**src/rtl/pipelined_kogge_stone_adder_pkg.sv**
```systemverilog
// rtl/pipelined_kogge_stone_adder_pkg.sv - shared types and helpers for the pipelined Kogge-Stone adder
// Purpose: ceiling-log2 helper, stage-index constants and the per-stage flag bundle
// that travels alongside the P/G vectors through every pipeline register.
package pipelined_kogge_stone_adder_pkg;

  // Index of the operand-capture stage; prefix level k lives in stage k.
  localparam int STAGE_INPUT = 0;
  localparam int FIRST_PREFIX_STAGE = 1;

  // Flags carried with each stage. cin is kept because sum bit 0 needs it
  // directly; the MSBs are kept so overflow can be formed at the end.
  typedef struct packed {
    logic valid;
    logic cin;
    logic a_msb;
    logic b_msb;
  } stage_flags_t;

  function automatic int clog2(input int value);
    int result;
    result = 0;
    for (int i = 0; i < 32; i++) begin
      if ((1 << result) < value) result = result + 1;
    end
    return result;
  endfunction

endpackage

```
**src/rtl/pipelined_kogge_stone_adder_ks_prefix_level.sv**
```systemverilog
// rtl/pipelined_kogge_stone_adder_ks_prefix_level.sv - one combinational Kogge-Stone prefix level
// Purpose: combines each bit's (P,G) with the pair SPAN bits below it.
// Ports: p, g        - propagate/generate vectors entering the level
//        p_next, g_next - vectors leaving the level
// Bits below SPAN have no partner and pass through unchanged, which is what
// makes non-power-of-2 widths work without special casing.
module ks_prefix_level #(
  parameter int PRECISION = 16,
  parameter int SPAN = 1
) (
  input  logic [PRECISION-1:0] p,
  input  logic [PRECISION-1:0] g,
  output logic [PRECISION-1:0] p_next,
  output logic [PRECISION-1:0] g_next
);

  always_comb begin
    p_next = p;
    g_next = g;
    for (int i = SPAN; i < PRECISION; i++) begin
      g_next[i] = g[i] | (p[i] & g[i-SPAN]);
      p_next[i] = p[i] & p[i-SPAN];
    end
  end

endmodule

```
**src/rtl/pipelined_kogge_stone_adder.sv**
```systemverilog
// rtl/pipelined_kogge_stone_adder.sv - fully pipelined Kogge-Stone adder/subtractor with valid/ready
// Purpose: A + B' + cin with one register per prefix level, one op per cycle.
// Ports: clk_i/rst_ni            - clock, synchronous active-low reset
//        in_valid_i/in_ready_o   - input handshake; operand_a_i, operand_b_i, carry_i, sub_i
//        out_valid_o/out_ready_i - output handshake; result_o, carry_o, overflow_o
module pipelined_kogge_stone_adder
  import pipelined_kogge_stone_adder_pkg::*;
#(
  parameter int PRECISION = 16
) (
  input  logic                 clk_i,
  input  logic                 rst_ni,
  input  logic                 in_valid_i,
  output logic                 in_ready_o,
  input  logic [PRECISION-1:0] operand_a_i,
  input  logic [PRECISION-1:0] operand_b_i,
  input  logic                 carry_i,
  input  logic                 sub_i,
  output logic                 out_valid_o,
  input  logic                 out_ready_i,
  output logic [PRECISION-1:0] result_o,
  output logic                 carry_o,
  output logic                 overflow_o
);

  localparam int NUM_STEPS = clog2(PRECISION);

  // p/g are the running group vectors; p_bit keeps the per-bit propagate,
  // which the final sum needs after p has been folded into group terms.
  typedef struct packed {
    logic [PRECISION-1:0] p;
    logic [PRECISION-1:0] g;
    logic [PRECISION-1:0] p_bit;
    stage_flags_t         flags;
  } stage_t;

  stage_t               stage_q [NUM_STEPS+1];
  stage_t               input_stage;
  logic [PRECISION-1:0] level_p [NUM_STEPS];
  logic [PRECISION-1:0] level_g [NUM_STEPS];
  logic                 en;
  logic [PRECISION-1:0] carries;

  // The whole pipeline stalls together when the output is held.
  assign en         = !stage_q[NUM_STEPS].flags.valid | out_ready_i;
  assign in_ready_o = en;

  always_comb begin
    logic [PRECISION-1:0] b_eff;
    logic [PRECISION-1:0] p_vec;
    logic [PRECISION-1:0] g_vec;
    logic                 cin;
    b_eff    = sub_i ? ~operand_b_i : operand_b_i;
    cin      = sub_i | carry_i;
    p_vec    = operand_a_i ^ b_eff;
    g_vec    = operand_a_i & b_eff;
    // Fold carry-in into bit 0 so the prefix tree needs no extra input.
    g_vec[0] = g_vec[0] | (p_vec[0] & cin);
    input_stage.p           = p_vec;
    input_stage.g           = g_vec;
    input_stage.p_bit       = p_vec;
    input_stage.flags.valid = in_valid_i;
    input_stage.flags.cin   = cin;
    input_stage.flags.a_msb = operand_a_i[PRECISION-1];
    input_stage.flags.b_msb = b_eff[PRECISION-1];
  end

  for (genvar k = 0; k < NUM_STEPS; k++) begin : g_level
    ks_prefix_level #(
      .PRECISION(PRECISION),
      .SPAN     (1 << k)
    ) u_level (
      .p      (stage_q[k].p),
      .g      (stage_q[k].g),
      .p_next (level_p[k]),
      .g_next (level_g[k])
    );
  end

  always_ff @(posedge clk_i) begin
    if (!rst_ni) begin
      for (int k = 0; k <= NUM_STEPS; k++) stage_q[k] <= '0;
    end else if (en) begin
      stage_q[STAGE_INPUT] <= input_stage;
      for (int k = FIRST_PREFIX_STAGE; k <= NUM_STEPS; k++) begin
        stage_q[k].p     <= level_p[k-1];
        stage_q[k].g     <= level_g[k-1];
        stage_q[k].p_bit <= stage_q[k-1].p_bit;
        stage_q[k].flags <= stage_q[k-1].flags;
      end
    end
  end

  // After the last level g[i] is the carry out of bits i..0 including cin.
  assign carries     = {stage_q[NUM_STEPS].g[PRECISION-2:0], stage_q[NUM_STEPS].flags.cin};
  assign result_o    = stage_q[NUM_STEPS].p_bit ^ carries;
  assign carry_o     = stage_q[NUM_STEPS].g[PRECISION-1];
  assign out_valid_o = stage_q[NUM_STEPS].flags.valid;
  assign overflow_o  = (stage_q[NUM_STEPS].flags.a_msb == stage_q[NUM_STEPS].flags.b_msb) &
                       (result_o[PRECISION-1] != stage_q[NUM_STEPS].flags.a_msb);

endmodule

```
**config.mk**
```make
export PLATFORM = sky130hd
export DESIGN_NAME = pipelined_kogge_stone_adder
export DESIGN_NICKNAME = d
export VERILOG_FILES = /design/src/rtl/pipelined_kogge_stone_adder_pkg.sv /design/src/rtl/pipelined_kogge_stone_adder_ks_prefix_level.sv /design/src/rtl/pipelined_kogge_stone_adder.sv
export SDC_FILE = /design/constraint.sdc
export NUM_CORES = 1
export LEC_CHECK = 0
export ABC_AREA = 1
export CAP_MARGIN = 0
export CORE_UTILIZATION = 30
export DETAILED_ROUTE_END_ITERATION = 7
export SLEW_MARGIN = 20
export SYNTH_ARGS = -nofsm -noshare
export SYNTH_HDL_FRONTEND = slang
export SYNTH_SLANG_ARGS = --single-unit
```
**constraint.sdc**
```tcl
create_clock -name clk_i -period 24.9 [get_ports clk_i]
set_input_delay 2.49 -clock clk_i [delete_from_list [all_inputs] [get_ports clk_i]]
set_output_delay 2.49 -clock clk_i [all_outputs]
set_load 0.01 [all_outputs]
```
==> out/metrics.yaml, run 1 <==
seq_area_frac_synth: 0.7261
rows: 62
antenna_found_initial: 0
crit_fanout: 2
ys_seq_elements: 214
yosysWarnings: 0
grt_overflow_total: 0
irDropWorstVdd_mv: 0.03302
antennaDiodeCount: 0
grt_pass1_wl_um: 22600
synth_top_cell_area_share: 0.7261
final_nets: 831
dpl.hpwl_um: 8355
fp.dieW_um: 173.8
grt_max_degree: 113
path_clk_slew_ns: 0.06
p_total_uw: 755.6
post_cts_buffers: 0
grt_pass1_vias: 4552
post_cts_resized: 0
drcViolationCount: 0
worst_clock_skew_ns: 0.01186
ctsHtreeMaxLevel: 1
setup-tns-final_ns: 0
avgSynthCellArea_um2: 12.33
hold_viol: 0
cts_buffers: 22
syn_inst: 718
setup_viol: 0
ant_nets: 0
top_register: "stage_q"
vias_per_cell: 3.899
vias: 4573
clock_path_buffers: 3
rsz0062_at_grt: "false"
largest_reg_flops: 214
slew_headroom: 0.2811
max_cap_violations: 0
crit-reg2reg-launch: "stage_q[4][3]"
port_buffers: 57
drt-total-wl_um: 13340
hold_ws_ns: 0.5377
tightest_slew_ns: 1.075
drive_gt1_frac: 0.03929
insertion_delay_ns: 0.50
gp_congestion: 0.6978
syn_area_mm2: 0.008850
dr.first_iter.drc_count: 426
start_kind: "input port"
finalCriticalPeriod_ns: 6.192
cts-hold-fix-buffers: 0
gr-usage-all-layers: 0.09118
ctsRootBufferMaster: "clkbuf_16"
areaGrowthSynthToFinish_pct: 16.81
status: "finished clean"
hold_class: "flop to flop"
initial_core_util: 0.3067
wire_per_inst_um: 11.37
period_share: 0.2487
clock.fmax_ghz: 0.1615
synth_area_leaders: "edfxtp_1 73%, nor2_1 8.5%, inv_1 5.7%"
worstSetupEndpointType: "output pin"
placedCellCount: 1137
cts_tree: "yes"
cts.sinks: 214
die_area_mm2: 0.03019
p_leak_nw: 4.173
yosys.area.top_type: "edfxtp_1"
synth_cell_type_count: 15
maxSlewViolCount: 0
final_area_mm2: 0.01034
final_cell_mix: "214 x edfxtp_1, 200 x nor2_1, 134 x inv_1, 57 x clkdlybuf4s50_1, 51 x a21oi_1"
critPathLaunch: "out_ready_i"
worst_ep_arrival_time_ns: 3.70
syn-num-nets: 772
crit_type: "input port to output pin"
crit_required_ns: 22.41
drt_pass1_iterations: 5
io_pins: 58
die_h_um: 173.8
p_per_area_mw_per_mm2: 73.09
reg.largest.list: "stage_q x214"
min-delay-start: "stage_q[2][35]"
coreArea_mm2: 0.02886
placed_cell_area_mm2: 0.009707
final_common_cell: "edfxtp_1"
layout.cells.non_filler: 1173
-- worst max-delay path: stages --
cell and delay [ns]:
clkdlybuf4s50_1 0.45, inv_1 0.08, nand2_2 0.12, clkdlybuf4s50_1 0.56
-- synth_stat cells --
cell type  instances
nand3_1            1
buf_6             18
buf_2              5
nand3b_1           1
xor2_1            30
inv_1            134
nand2_1           29
o21ai_0            1
buf_4              2
nor3_1            14
edfxtp_1         214
nand2_2            2
ha_1              16
a21oi_1           51
nor2_1           200
-- per-stage QoR --
step / setup slack, ns / utilization
finish: 18.71 / 0.3582
global route: 18.66 / 0.3582
CTS: 18.69 / 0.3582
detailed placement: 18.70 / 0.3364
global placement: 18.69 / 0.3364
floorplan: 15.36 / -
-- worst paths after layout --
kind,end,slack [ns],cells past startpoint
setup / recovery,in_ready_o,18.71,4
hold reg to reg,stage_q[3][35],0.54,2
hold / removal,stage_q[3][35],0.54,2
setup reg to reg,stage_q[0][33],22.46,2
-- routing by layer --
layer  part of all wire  up-vias  track usage
li1                   -     2434            -
met1               0.46     2040       0.1210
met2               0.47       80       0.1465
met3              0.036       19      0.01689
met4              0.025        0      0.03801
met5                  0        -            0
-- report_power, final --
group	switching [mW]	internal [mW]	total, mW
Clock	0.124	0.168	0.293
Sequential	0.00739	0.413	0.420
Combinational	0.0240	0.0184	0.0424
Total	0.156	0.600	0.756
-- cell families after synthesis --
logic type	share of synthesized area
simple gates	0.1079
flops	0.7261
buf+inv	0.08426
compound gates	0.02941
xor+xnor	0.02969
fa+ha+maj	0.02262
-- area by class of cell --
cell class | count | area [µm²]
fill | 2853 | 18520
multi-input combinational | 345 | 1704
timing repair buffer | 60 | 593.1
sequential | 214 | 6426
clock buffer | 31 | 605.6
clock inverter | 5 | 25.02
inverter | 134 | 503.0
tap | 384 | 480.5
No activity file was read; power rests on OpenSTA's default activity.
==> run 2: changes to the inputs <==
==> constraint.sdc (replaced) <==
create_clock -name clk_i -period 5.5 [get_ports clk_i]
set_input_delay 0.55 -clock clk_i [delete_from_list [all_inputs] [get_ports clk_i]]
set_output_delay 0.55 -clock clk_i [all_outputs]
set_load 0.01 [all_outputs]
==> run 2 against run 1 <==
Effect of this change:
- clock-buffer cell count is 1 lower
- via count shrank 0.28%
- combinational power rose to 4.5 times the previous value
- total power grew to 4.6 times the previous value
- register-to-register slack got worse by 19 ns
- final cell count up 0.26%
- non-clock buffer count unchanged
- sequential power rose to 4.5 times the previous value
- global-route usage shrank 0.43 points
- hold slack got worse by 0.0030 ns
- clock power rose to 4.7 times the previous value
- critical path type is now input port to flop
==> out/metrics.yaml, run 2 (synthesis gave the netlist of run 1 again) <==
top_register: "stage_q"
post_cts_resized: 0
period_share: 0.4284
post_cts_buffers: 0
die_h_um: 173.8
worst_ep_arrival_time_ns: 2.58
wire_per_inst_um: 10.97
crit_fanout: 171
finalCriticalPeriod_ns: 2.356
clock_power_share: 0.395
place_ws_ns: 2.647
status: "finished clean"
crit_required_ns: 5.73
dr.first_iter.drc_count: 317
max_cap_violations: 0
rows: 62
antenna_found_initial: 0
areaGrowthSynthToFinish_pct: 17.52
drt-total-wl_um: 12900
port_buffers: 57
path_clk_slew_ns: 0.06
drcViolationCount: 0
gp_congestion: 0.7027
tightest_slew_ns: 0.9803
final_common_cell: "edfxtp_1"
hold_viol: 0
grt_overflow_total: 0
fin_ws_ns: 3.144
setup-tns-final_ns: 0
clock.fmax_ghz: 0.4244
final_cell_mix: "214 x edfxtp_1, 200 x nor2_1, 134 x inv_1, 57 x clkdlybuf4s50_1, 51 x a21oi_1"
slew_headroom: 0.3444
vias: 4560
p_leak_nw: 4.202
largest_reg_flops: 214
fp.dieW_um: 173.8
start_kind: "input port"
crit_type: "input port to flop"
hold_class: "flop to flop"
p_int_mw: 2.763
cts-hold-fix-buffers: 0
dpl.hpwl_um: 8229
coreArea_mm2: 0.02886
io_pins: 58
final_nets: 831
irDropWorstVdd_mv: 0.1849
reg.largest.list: "stage_q x214"
sequentialPowerShare: 0.550
maxSlewViolCount: 0
clock_path_buffers: 3
p_per_area_mw_per_mm2: 333.2
ctsRootBufferMaster: "clkbuf_16"
gr-usage-all-layers: 0.08684
rsz0062_at_grt: "false"
vias_per_cell: 3.878
antennaDiodeCount: 0
worst_clock_skew_ns: 0.009183
setup_viol: 0
initial_core_util: 0.3067
insertion_delay_ns: 0.50
drive_gt1_frac: 0.04167
drt_pass1_iterations: 5
grt_max_degree: 172
n_fill_cell: 2827
cts_tree: "yes"
worstSetupEndpointType: "flop"
cts.sinks: 214
combinationalPowerShare: 0.055
grt_pass1_wl_um: 21690
p_sw_frac: 0.2024
hold_ws_ns: 0.5346
grt_pass1_vias: 4383
ant_nets: 0
p_sw_uw: 701.4
ctsHtreeMaxLevel: 1
cts_buffers: 22
die_area_mm2: 0.03019
[run 2: cell types whose count changed in the layout (fill, tap and decap cells not counted), sizes merged]
| cell | delta |
|---|---|
| clkbuf | -1 |
| inv | -1 |
| clkinvlp | +1 |
| bufinv | +1 |
| clkinv | +3 |
[run 2: critical path, cell delays in order]
cell and delay (ns):
clkdlybuf4s50_1 0.39, inv_1 0.12, nand2_2 0.12, nand2_8 0.64
buf_4 0.53, nor2_1 0.10
[run 2: final timing paths]
path / start / end / slack, ns / cells past startpoint
setup / recovery: out_ready_i / stage_q[2][28] / 3.14 / 6
hold / removal: stage_q[3][3] / stage_q[4][3] / 0.53 / 2
setup reg to reg: stage_q[4][3] / stage_q[2][28] / 3.27 / 4
hold reg to reg: stage_q[3][3] / stage_q[4][3] / 0.53 / 2
[run 2: per-layer routing]
metal,share of wire,up-vias,track usage
li1,-,2441,-
met1,0.47,2016,0.1128
met2,0.46,73,0.1437
met3,0.042,30,0.01513
met4,0.026,0,0.03509
met5,0,-,0
[run 2: power by group through the flow]
stage	clock (mW)	combinational, mW	sequential, mW
CTS	1.41	0.197	1.91
global route	1.47	0.221	1.91
global placement	0	0.194	1.94
detailed placement	0	0.196	1.94
floorplan	0	0.137	1.93
finish	1.37	0.191	1.90
[run 2: cell type report]
type                            count  area, µm²  area share
Clock buffer                       30      601.8     0.05787
Sequential cell                   214       6426      0.6179
Timing Repair Buffer               60      618.1     0.05943
Multi-Input combinational cell    345       1704      0.1639
Inverter                          134      503.0     0.04836
Clock inverter                      9      66.31    0.006376
Tap cell                          384      480.5     0.04620
[run 2: stage by stage]
| step | cell area (µm²) | utilization | total power, mW | cells |
|---|---|---|---|---|
| floorplan | 8855 | - | 2.065 | 718 |
| finish | 10400 | 0.3604 | 3.465 | 1176 |
| CTS | 10400 | 0.3604 | 3.514 | 1176 |
| global placement | 9732 | 0.3372 | 2.132 | 1137 |
| global route | 10400 | 0.3604 | 3.604 | 1176 |
| detailed placement | 9732 | 0.3372 | 2.136 | 1137 |
==> run 3: changes to the inputs <==
==> constraint.sdc (replaced) <==
create_clock -name clk_i -period 2.2 [get_ports clk_i]
set_input_delay 0.22 -clock clk_i [delete_from_list [all_inputs] [get_ports clk_i]]
set_output_delay 0.22 -clock clk_i [all_outputs]
set_load 0.01 [all_outputs]
==> run 3 against run 2 <==
Effect of this change:
- routed wire length increased by 1.8%
- core utilization grew 0.47 points
- total power increased by 150%
- die area unchanged
- combinational power increased to 2.7 times the previous value
- clock skew fell by 0.00062 ns
- hold slack got worse by 0.13 ns
- flip-flop and latch count is the same
- worst setup slack got worse by 2.9 ns
- critical path type is now flop to output pin
- highest routed layer unchanged
==> out/metrics.yaml, run 3 (synthesis gave the netlist of run 1 again) <==
combinationalPowerShare: 0.061
ctsRootBufferMaster: "clkbuf_16"
antennaDiodeCount: 0
wl_met1_um: 6043
min_to: "stage_q[0][3]"
grt_max_degree: 51
wire_per_inst_um: 11.09
crit_fanout: 2
crit-reg2reg-launch: "stage_q[4][3]"
final_cell_mix: "214 x edfxtp_1, 200 x nor2_1, 134 x inv_1, 57 x clkdlybuf4s50_1, 51 x a21oi_1"
tightest_slew_ns: 0.4078
placedCellCount: 1148
p_per_area_mw_per_mm2: 806.0
insertion_delay_ns: 0.48
p_sw_frac: 0.2036
drcViolationCount: 0
grt_overflow_total: 0
worst_ep_arrival_time_ns: 1.70
dr.first_iter.drc_count: 207
areaGrowthSynthToFinish_pct: 19.04
hold_class: "input port to flop"
fin_ws_ns: 0.2761
post_cts_buffers: 0
vias_per_cell: 3.884
cts-hold-fix-buffers: 0
coreArea_mm2: 0.02886
wl_met3_um: 445
layout.cells.non_filler: 1183
crit_required_ns: 1.98
post_cts_resized: 0
port_buffers: 57
cts.sinks: 214
regToRegSetupSlack_ns: 0.70
p_total_mw: 8.491
hold_viol: 0
path_clk_slew_ns: 0.06
irDropWorstVdd_mv: 0.3725
finalCriticalPeriod_ns: 1.924
setup-tns-final_ns: 0
maxSlewViolCount: 0
sequentialPowerShare: 0.561
clock_power_share: 0.379
final_common_cell: "edfxtp_1"
place_ws_ns: 0.2930
rsz0062_at_grt: "false"
p_leak_nw: 4.276
reg.largest.list: "stage_q x214"
cts_buffers: 21
p_sw_mw: 1.728
vias: 4595
top_register: "stage_q"
drive_gt1_frac: 0.05257
gp_congestion: 0.7525
gr-usage-all-layers: 0.08890
whs_path_depth: 3
drt_pass1_iterations: 4
worstSetupEndpointType: "output pin"
ant_nets: 0
status: "finished clean"
grt_pass1_vias: 4629
setup_viol: 0
drt-total-wl_um: 13120
p_int_mw: 6.763
wl_met2_um: 6376
die_area_mm2: 0.03019
final_nets: 841
antenna_found_initial: 0
reg2reg_to: "stage_q[2][17]"
start_kind: "flop"
grt_pass1_wl_um: 22180
dpl.hpwl_um: 9191
initial_core_util: 0.3067
slew_headroom: 0.7281
fp.dieW_um: 173.8
ctsHtreeMaxLevel: 1
clock_path_buffers: 3
rows: 62
max_cap_violations: 0
die_h_um: 173.8
io_pins: 58
critPathLaunch: "stage_q[4][34]"
min-delay-start: "in_valid_i"
period_share: 0.8745
cts_tree: "yes"
top_layer: "met4"
ff2ff_path_depth: 4
largest_reg_flops: 214
crit_type: "flop to output pin"
clock.fmax_ghz: 0.5198
worst_clock_skew_ns: 0.008564
-- run 3: final cells by class --
type / count / area (µm²)
clock buffer: 25 / 540.5
clock inverter: 10 / 67.56
fill: 2787 / 18320
inverter: 134 / 503.0
multi-input combinational: 345 / 1704
sequential: 214 / 6426
tap: 384 / 480.5
timing repair buffer: 71 / 813.3
-- run 3: critical path, cell delays in order, from the launching register on --
cell,delay [ns]
edfxtp_1,0.38
inv_1,0.06
nand2_1,0.06
nand2_1,0.09
nand2_1,0.05
nand2_1,0.06
clkdlybuf4s50_1,0.53
-- run 3: worst max-delay path by stage --
stage,to,slack (ns),cells after the start
after global placement,stage_q[2][16],0.33,3
after global routing,overflow_o,0.15,6
after floorplan,stage_q[0][0],-0.72,1
after detailed placement,stage_q[2][16],0.29,3
after CTS,overflow_o,0.23,6
final,overflow_o,0.28,6
-- run 3: power by group through the flow --
stage | Combinational (mW) | Clock (mW) | Sequential, mW
floorplan | 0.343 | 0 | 4.82
global placement | 0.521 | 0 | 4.84
detailed placement | 0.524 | 0 | 4.85
CTS | 0.528 | 3.30 | 4.76
global route | 0.595 | 3.45 | 4.78
finish | 0.515 | 3.22 | 4.76
-- run 3: layer usage --
layer,global-route usage,vias to the layer above
li1,-,2452
met1,0.1155,2051
met2,0.1527,72
met3,0.01118,20
met4,0.03070,0
met5,0,-
-- run 3: metrics by stage --
step,util,hold slack (ns),cell area [µm²]
6_report,0.3651,0.3998,10540
3_5_place_dp,0.3440,0.5300,9927
5_1_grt,0.3651,0.4096,10540
3_3_place_gp,0.3440,0.5224,9927
4_1_cts,0.3651,0.3855,10540
2_1_floorplan,-,0.4280,8862
==> patch 1: new RTL, flow settings as in run 3 <==
`PRECISION` is set to 16 in 2 places; all go to 8.
--- a/src/rtl/pipelined_kogge_stone_adder_ks_prefix_level.sv
+++ b/src/rtl/pipelined_kogge_stone_adder_ks_prefix_level.sv
@@ -5,7 +5,7 @@
 // Bits below SPAN have no partner and pass through unchanged, which is what
 // makes non-power-of-2 widths work without special casing.
 module ks_prefix_level #(
-  parameter int PRECISION = 16,
+  parameter int PRECISION = 8,
   parameter int SPAN = 1
 ) (
   input  logic [PRECISION-1:0] p,
--- a/src/rtl/pipelined_kogge_stone_adder.sv
+++ b/src/rtl/pipelined_kogge_stone_adder.sv
@@ -6,7 +6,7 @@
 module pipelined_kogge_stone_adder
   import pipelined_kogge_stone_adder_pkg::*;
 #(
-  parameter int PRECISION = 16
+  parameter int PRECISION = 8
 ) (
   input  logic                 clk_i,
   input  logic                 rst_ni,
Ports: changed (resized operand_a_i, operand_b_i and result_o); port bits go from 58 to 34. No check against the original RTL was run, so the function may have changed too.
==> patch 1 against run 3 <==
  * Combinational power shrank 46%
  * Via count fell by 57%
  * Sequential share of layout area fell by 2.1 points
  * Design area down 56%
  * Wire length down 64%
  * Sequential cell count decreased by 124
  * Total power down 57%
  * Die area decreased by 56%
  * Worst setup slack improved by 0.16 ns
  * Clock power fell by 58%
  * Largest power group unchanged
  * Synthesized area down 57%
  * Largest cell class unchanged
==> patch 1: results (changes against run 3) <==
\begin{tabular}{lr}
\hline
Metric & Value \\
\hline
\multicolumn{2}{l}{\textbf{Synth}} \\
\quad Share of synthesized area occupied by flip-flops and latches & 70.6\% (was 72.6\%) \\
\quad Synth Area in Compound Gates & 2.61\% (was 2.94\%) \\
\quad Share of synthesized cell area in full adder, half adder and majority cells & 2.61\% (was 2.26\%) \\
\quad Top cells by instance count after synthesis & 90 x edfxtp\_1, 84 x nor2\_1, 66 x inv\_1 (was 214 x edfxtp\_1, 200 x nor2\_1, 134 x inv\_1) \\
\quad Synth Net Count & 345 (was 772) \\
\quad Top-area cell type share of the netlist area & 70.6\% (was 72.6\%) \\
\quad Top post-synthesis cells by area & edfxtp\_1 71\%, nor2\_1 8.2\%, inv\_1 6.5\% (was edfxtp\_1 73\%, nor2\_1 8.5\%, inv\_1 5.7\%) \\
\multicolumn{2}{l}{\textbf{Power}} \\
\quad Largest vdd supply drop & 457 uV (was 372 uV) \\
\quad Cell leakage power & 1.88 nW (was 4.28 nW) \\
\multicolumn{2}{l}{\textbf{Place}} \\
\quad Instance area after placement & 0.00432 sq mm (was 0.00993 sq mm) \\
\quad Final weighted congestion in routability-driven placement & 0.713 (was 0.753) \\
\multicolumn{2}{l}{\textbf{Detailed routing}} \\
\quad Wire length per cell after detailed routing & 9.10 microns (was 11.1 microns) \\
\quad Post-detailed-route via-to-cell ratio & 3.80 (was 3.88) \\
\multicolumn{2}{l}{\textbf{Clocking}} \\
\quad Maximum buffer depth of the clock tree & 2 (was 3) \\
\quad Clock latency reported for the late side of the worst-skew pair & 0.33 ns (was 0.48 ns) \\
\quad CTS H-tree depth & 3 (was 1) \\
\quad CTS buffer count & 9 (was 21) \\
\multicolumn{2}{l}{\textbf{Final layout}} \\
\quad Number of fillers in the final layout & 1,218 (was 2,787) \\
\quad Number of nets in the layout & 381 (was 841) \\
\quad Layout cell share with drive strength beyond 1 & 7.30\% (was 5.26\%) \\
\quad Largest registers ranked by flip-flop count & stage\_q (90) (was stage\_q (214)) \\
\multicolumn{2}{l}{\textbf{Global routing}} \\
\quad Largest net degree at the start of global routing & 91 (was 51) \\
\quad Vias in the first global route & 1,945 (was 4,629) \\
\multicolumn{2}{l}{\textbf{Run status}} \\
\quad Outcome & completed (unchanged) \\
\multicolumn{2}{l}{\textbf{Setup path}} \\
\quad Data arrival time of the critical path & 1.54 ns (was 1.70 ns) \\
\multicolumn{2}{l}{\textbf{STA}} \\
\quad Clock skew after layout & 0.00517 ns (was 0.00856 ns) \\
\quad Slew headroom & 68.1\% (was 72.8\%) \\
\hline
\end{tabular}
[patch 1: metal layers]
| layer | global-route usage [%] | wire length (microns) |
|---|---|---|
| met1 | 9.03 | 2300 |
| met2 | 13.7 | 2190 |
| met3 | 1.63 | 166 |
| met4 | 5.97 | 119 |
| met5 | 0 | 0 |
[patch 1: worst register-to-register path, cell delays in order (launching register included)]
cell and delay, ns:
edfxtp_1 0.45, nand3_4 0.12, buf_12 0.37
[patch 1: cell type report]
type / count / area share, %
Sequential cell: 90 / 58.9
Multi-Input combinational cell: 149 / 17.2
Timing Repair Buffer: 35 / 8.07
Inverter: 66 / 5.40
Clock buffer: 10 / 4.99
Tap cell: 168 / 4.58
Clock inverter: 6 / 0.926
[patch 1: power breakdown]
group	total (mW)	switching (mW)	internal [mW]
clock	1.36	0.595	0.766
combinational	0.276	0.147	0.129
sequential	2.04	0.0407	1.99
[patch 1: worst paths after layout]
kind                            cells after the start                           end                         start  slack [ns]
worst max register to register                      2  stage_q[1][13]$_SDFFCE_PN0P_   stage_q[3][3]$_SDFFCE_PN0P_        0.86
worst min register to register                      2  stage_q[3][18]$_SDFFCE_PN0P_  stage_q[2][18]$_SDFFCE_PN0P_        0.54
worst max-delay path                                6                    overflow_o  stage_q[3][18]$_SDFFCE_PN0P_        0.44
worst min-delay path                                3   stage_q[0][3]$_SDFFCE_PN0P_                    in_valid_i        0.54
[patch 1: metrics by stage]
step	hold WS [ns]	cells	util [%]	setup slack, ns	power, mW
after floorplan	0.428	315	-	0.498	2.25
after global placement	0.523	508	35.4	0.338	2.35
after detailed placement	0.530	508	35.4	0.281	2.35
after CTS	0.530	524	37.6	0.402	3.72
after global routing	0.548	524	37.6	0.318	3.82
final	0.541	524	37.6	0.438	3.67
==> patch 2: new RTL, config.mk and constraints of run 3 <==
Without the edit above. Put a register stage on the output `overflow_o`, cleared by the reset. The value now appears one clock later. The other outputs are not delayed to match.
--- a/src/rtl/pipelined_kogge_stone_adder.sv
+++ b/src/rtl/pipelined_kogge_stone_adder.sv
@@ -96,8 +96,13 @@
   assign result_o    = stage_q[NUM_STEPS].p_bit ^ carries;
   assign carry_o     = stage_q[NUM_STEPS].g[PRECISION-1];
   assign out_valid_o = stage_q[NUM_STEPS].flags.valid;
-  assign overflow_o  = (stage_q[NUM_STEPS].flags.a_msb == stage_q[NUM_STEPS].flags.b_msb) &
-                       (result_o[PRECISION-1] != stage_q[NUM_STEPS].flags.a_msb);
+  always_ff @(posedge clk_i) begin
+    if (!rst_ni) begin
+      overflow_o <= '0;
+    end else begin
+      overflow_o <= (stage_q[NUM_STEPS].flags.a_msb == stage_q[NUM_STEPS].flags.b_msb) & (result_o[PRECISION-1] != stage_q[NUM_STEPS].flags.a_msb);
+    end
+  end
 
 endmodule
 
Behaviour: not the same (a bounded check fails within 10 cycles, from zero or initial values and one cycle with rst_ni low).
==> patch 2 against run 3 <==
  * Worst setup slack better by 0.053 ns
  * Sequential cell count up 1
  * Synthesized area up 0.35%
  * Non-clock buffer count down 2
  * Design area up 0.89%
  * Clock skew up 0.0018 ns
  * Wire length up 1.3%
  * Clock power up 11%
  * Total power up 4.2%
  * Register-to-register slack better by 0.02 ns
  * Die area up 0.35%
==> patch 2: results (changes against run 3) <==
\begin{tabular}{lr}
\hline
Metric & Value \\
\hline
\multicolumn{2}{l}{\textbf{Run status}} \\
\quad Outcome & completed (unchanged) \\
\multicolumn{2}{l}{\textbf{Setup path}} \\
\quad Critical Path Start & stage\_q[4][29]\$\_DFFE\_PP\_ (was stage\_q[4][34]\$\_DFFE\_PP\_) \\
\quad Critical-path maximum fanout & 1 (was 2) \\
\quad Capturing point of the worst reg2reg path & stage\_q[1][50]\$\_SDFFCE\_PP0P\_ (was stage\_q[2][17]\$\_SDFFCE\_PP0P\_) \\
\multicolumn{2}{l}{\textbf{Synth}} \\
\quad Share of synthesized area occupied by flip-flops and latches & 72.6\% (about the same) \\
\quad Synth Area in Compound Gates & 2.87\% (was 2.94\%) \\
\multicolumn{2}{l}{\textbf{Power}} \\
\quad Power per standard cell area & 832 mW/mm\^{}2 (was 806 mW/mm\^{}2) \\
\multicolumn{2}{l}{\textbf{STA}} \\
\quad Final Worst Setup Slack & 0.329 ns (was 0.276 ns) \\
\quad Slew headroom & 73.8\% (was 72.8\%) \\
\quad Clock skew after layout & 0.0104 ns (was 0.00856 ns) \\
\multicolumn{2}{l}{\textbf{Final layout}} \\
\quad Number of multi-input logic gates & 348 (was 345) \\
\quad Number of nets in the layout & 844 (was 841) \\
\quad Number of sequential cells & 215 (was 214) \\
\quad Non-clock buffer contribution to total cell area & 7.39\% (was 7.72\%) \\
\quad Clk tree area frac & 6.57\% (was 5.77\%) \\
\quad Fraction of area in multi-input gates & 16.1\% (was 16.2\%) \\
\quad Non-clock buffers & 69 (was 71) \\
\quad Layout cell share with drive strength beyond 1 & 5.84\% (was 5.26\%) \\
\multicolumn{2}{l}{\textbf{Clocking}} \\
\quad CTS buffer count & 22 (was 21) \\
\multicolumn{2}{l}{\textbf{Detailed routing}} \\
\quad Routed length on met1 & 6250 microns (was 6040 microns) \\
\quad Met3 wire len & 489 microns (was 445 microns) \\
\quad Post-detailed-route via-to-cell ratio & 3.98 (was 3.88) \\
\multicolumn{2}{l}{\textbf{Place}} \\
\quad DP Wirelength & 8900 microns (was 9190 microns) \\
\quad Worst-case setup slack after placement & 0.253 ns (was 0.293 ns) \\
\multicolumn{2}{l}{\textbf{Global routing}} \\
\quad Met1 track demand over resource in global routing & 11.4\% (was 11.5\%) \\
\quad Total track usage & 8.90\% (was 8.89\%) \\
\hline
\end{tabular}
## patch 2: changes by cell type in the layout (fill, tap and decap cells not counted), moves of 2 or more
cell	before	now
clkbuf_16	21	23
clkinv_2	3	5
clkbuf_1	4	2
nor2_1	200	203
nand3_1	0	2
## patch 2: how the worst min path moves through the flow
stage / to / slack, ns / cells past startpoint
2_1_floorplan: overflow_o$_SDFF_PN0_ / 0.33 / 2
3_3_place_gp: stage_q[1][3]$_SDFFCE_PP0P_ / 0.52 / 2
3_5_place_dp: stage_q[4][14]$_DFFE_PP_ / 0.53 / 2
4_1_cts: stage_q[0][3]$_SDFFCE_PP0P_ / 0.36 / 3
5_1_grt: stage_q[0][3]$_SDFFCE_PP0P_ / 0.39 / 3
6_report: stage_q[0][3]$_SDFFCE_PP0P_ / 0.38 / 3
## patch 2: critical path, stage by stage (launching register included)
cell             delay, ns
edfxtp_1              0.39
xor2_1                0.20
clkdlybuf4s50_1       0.56
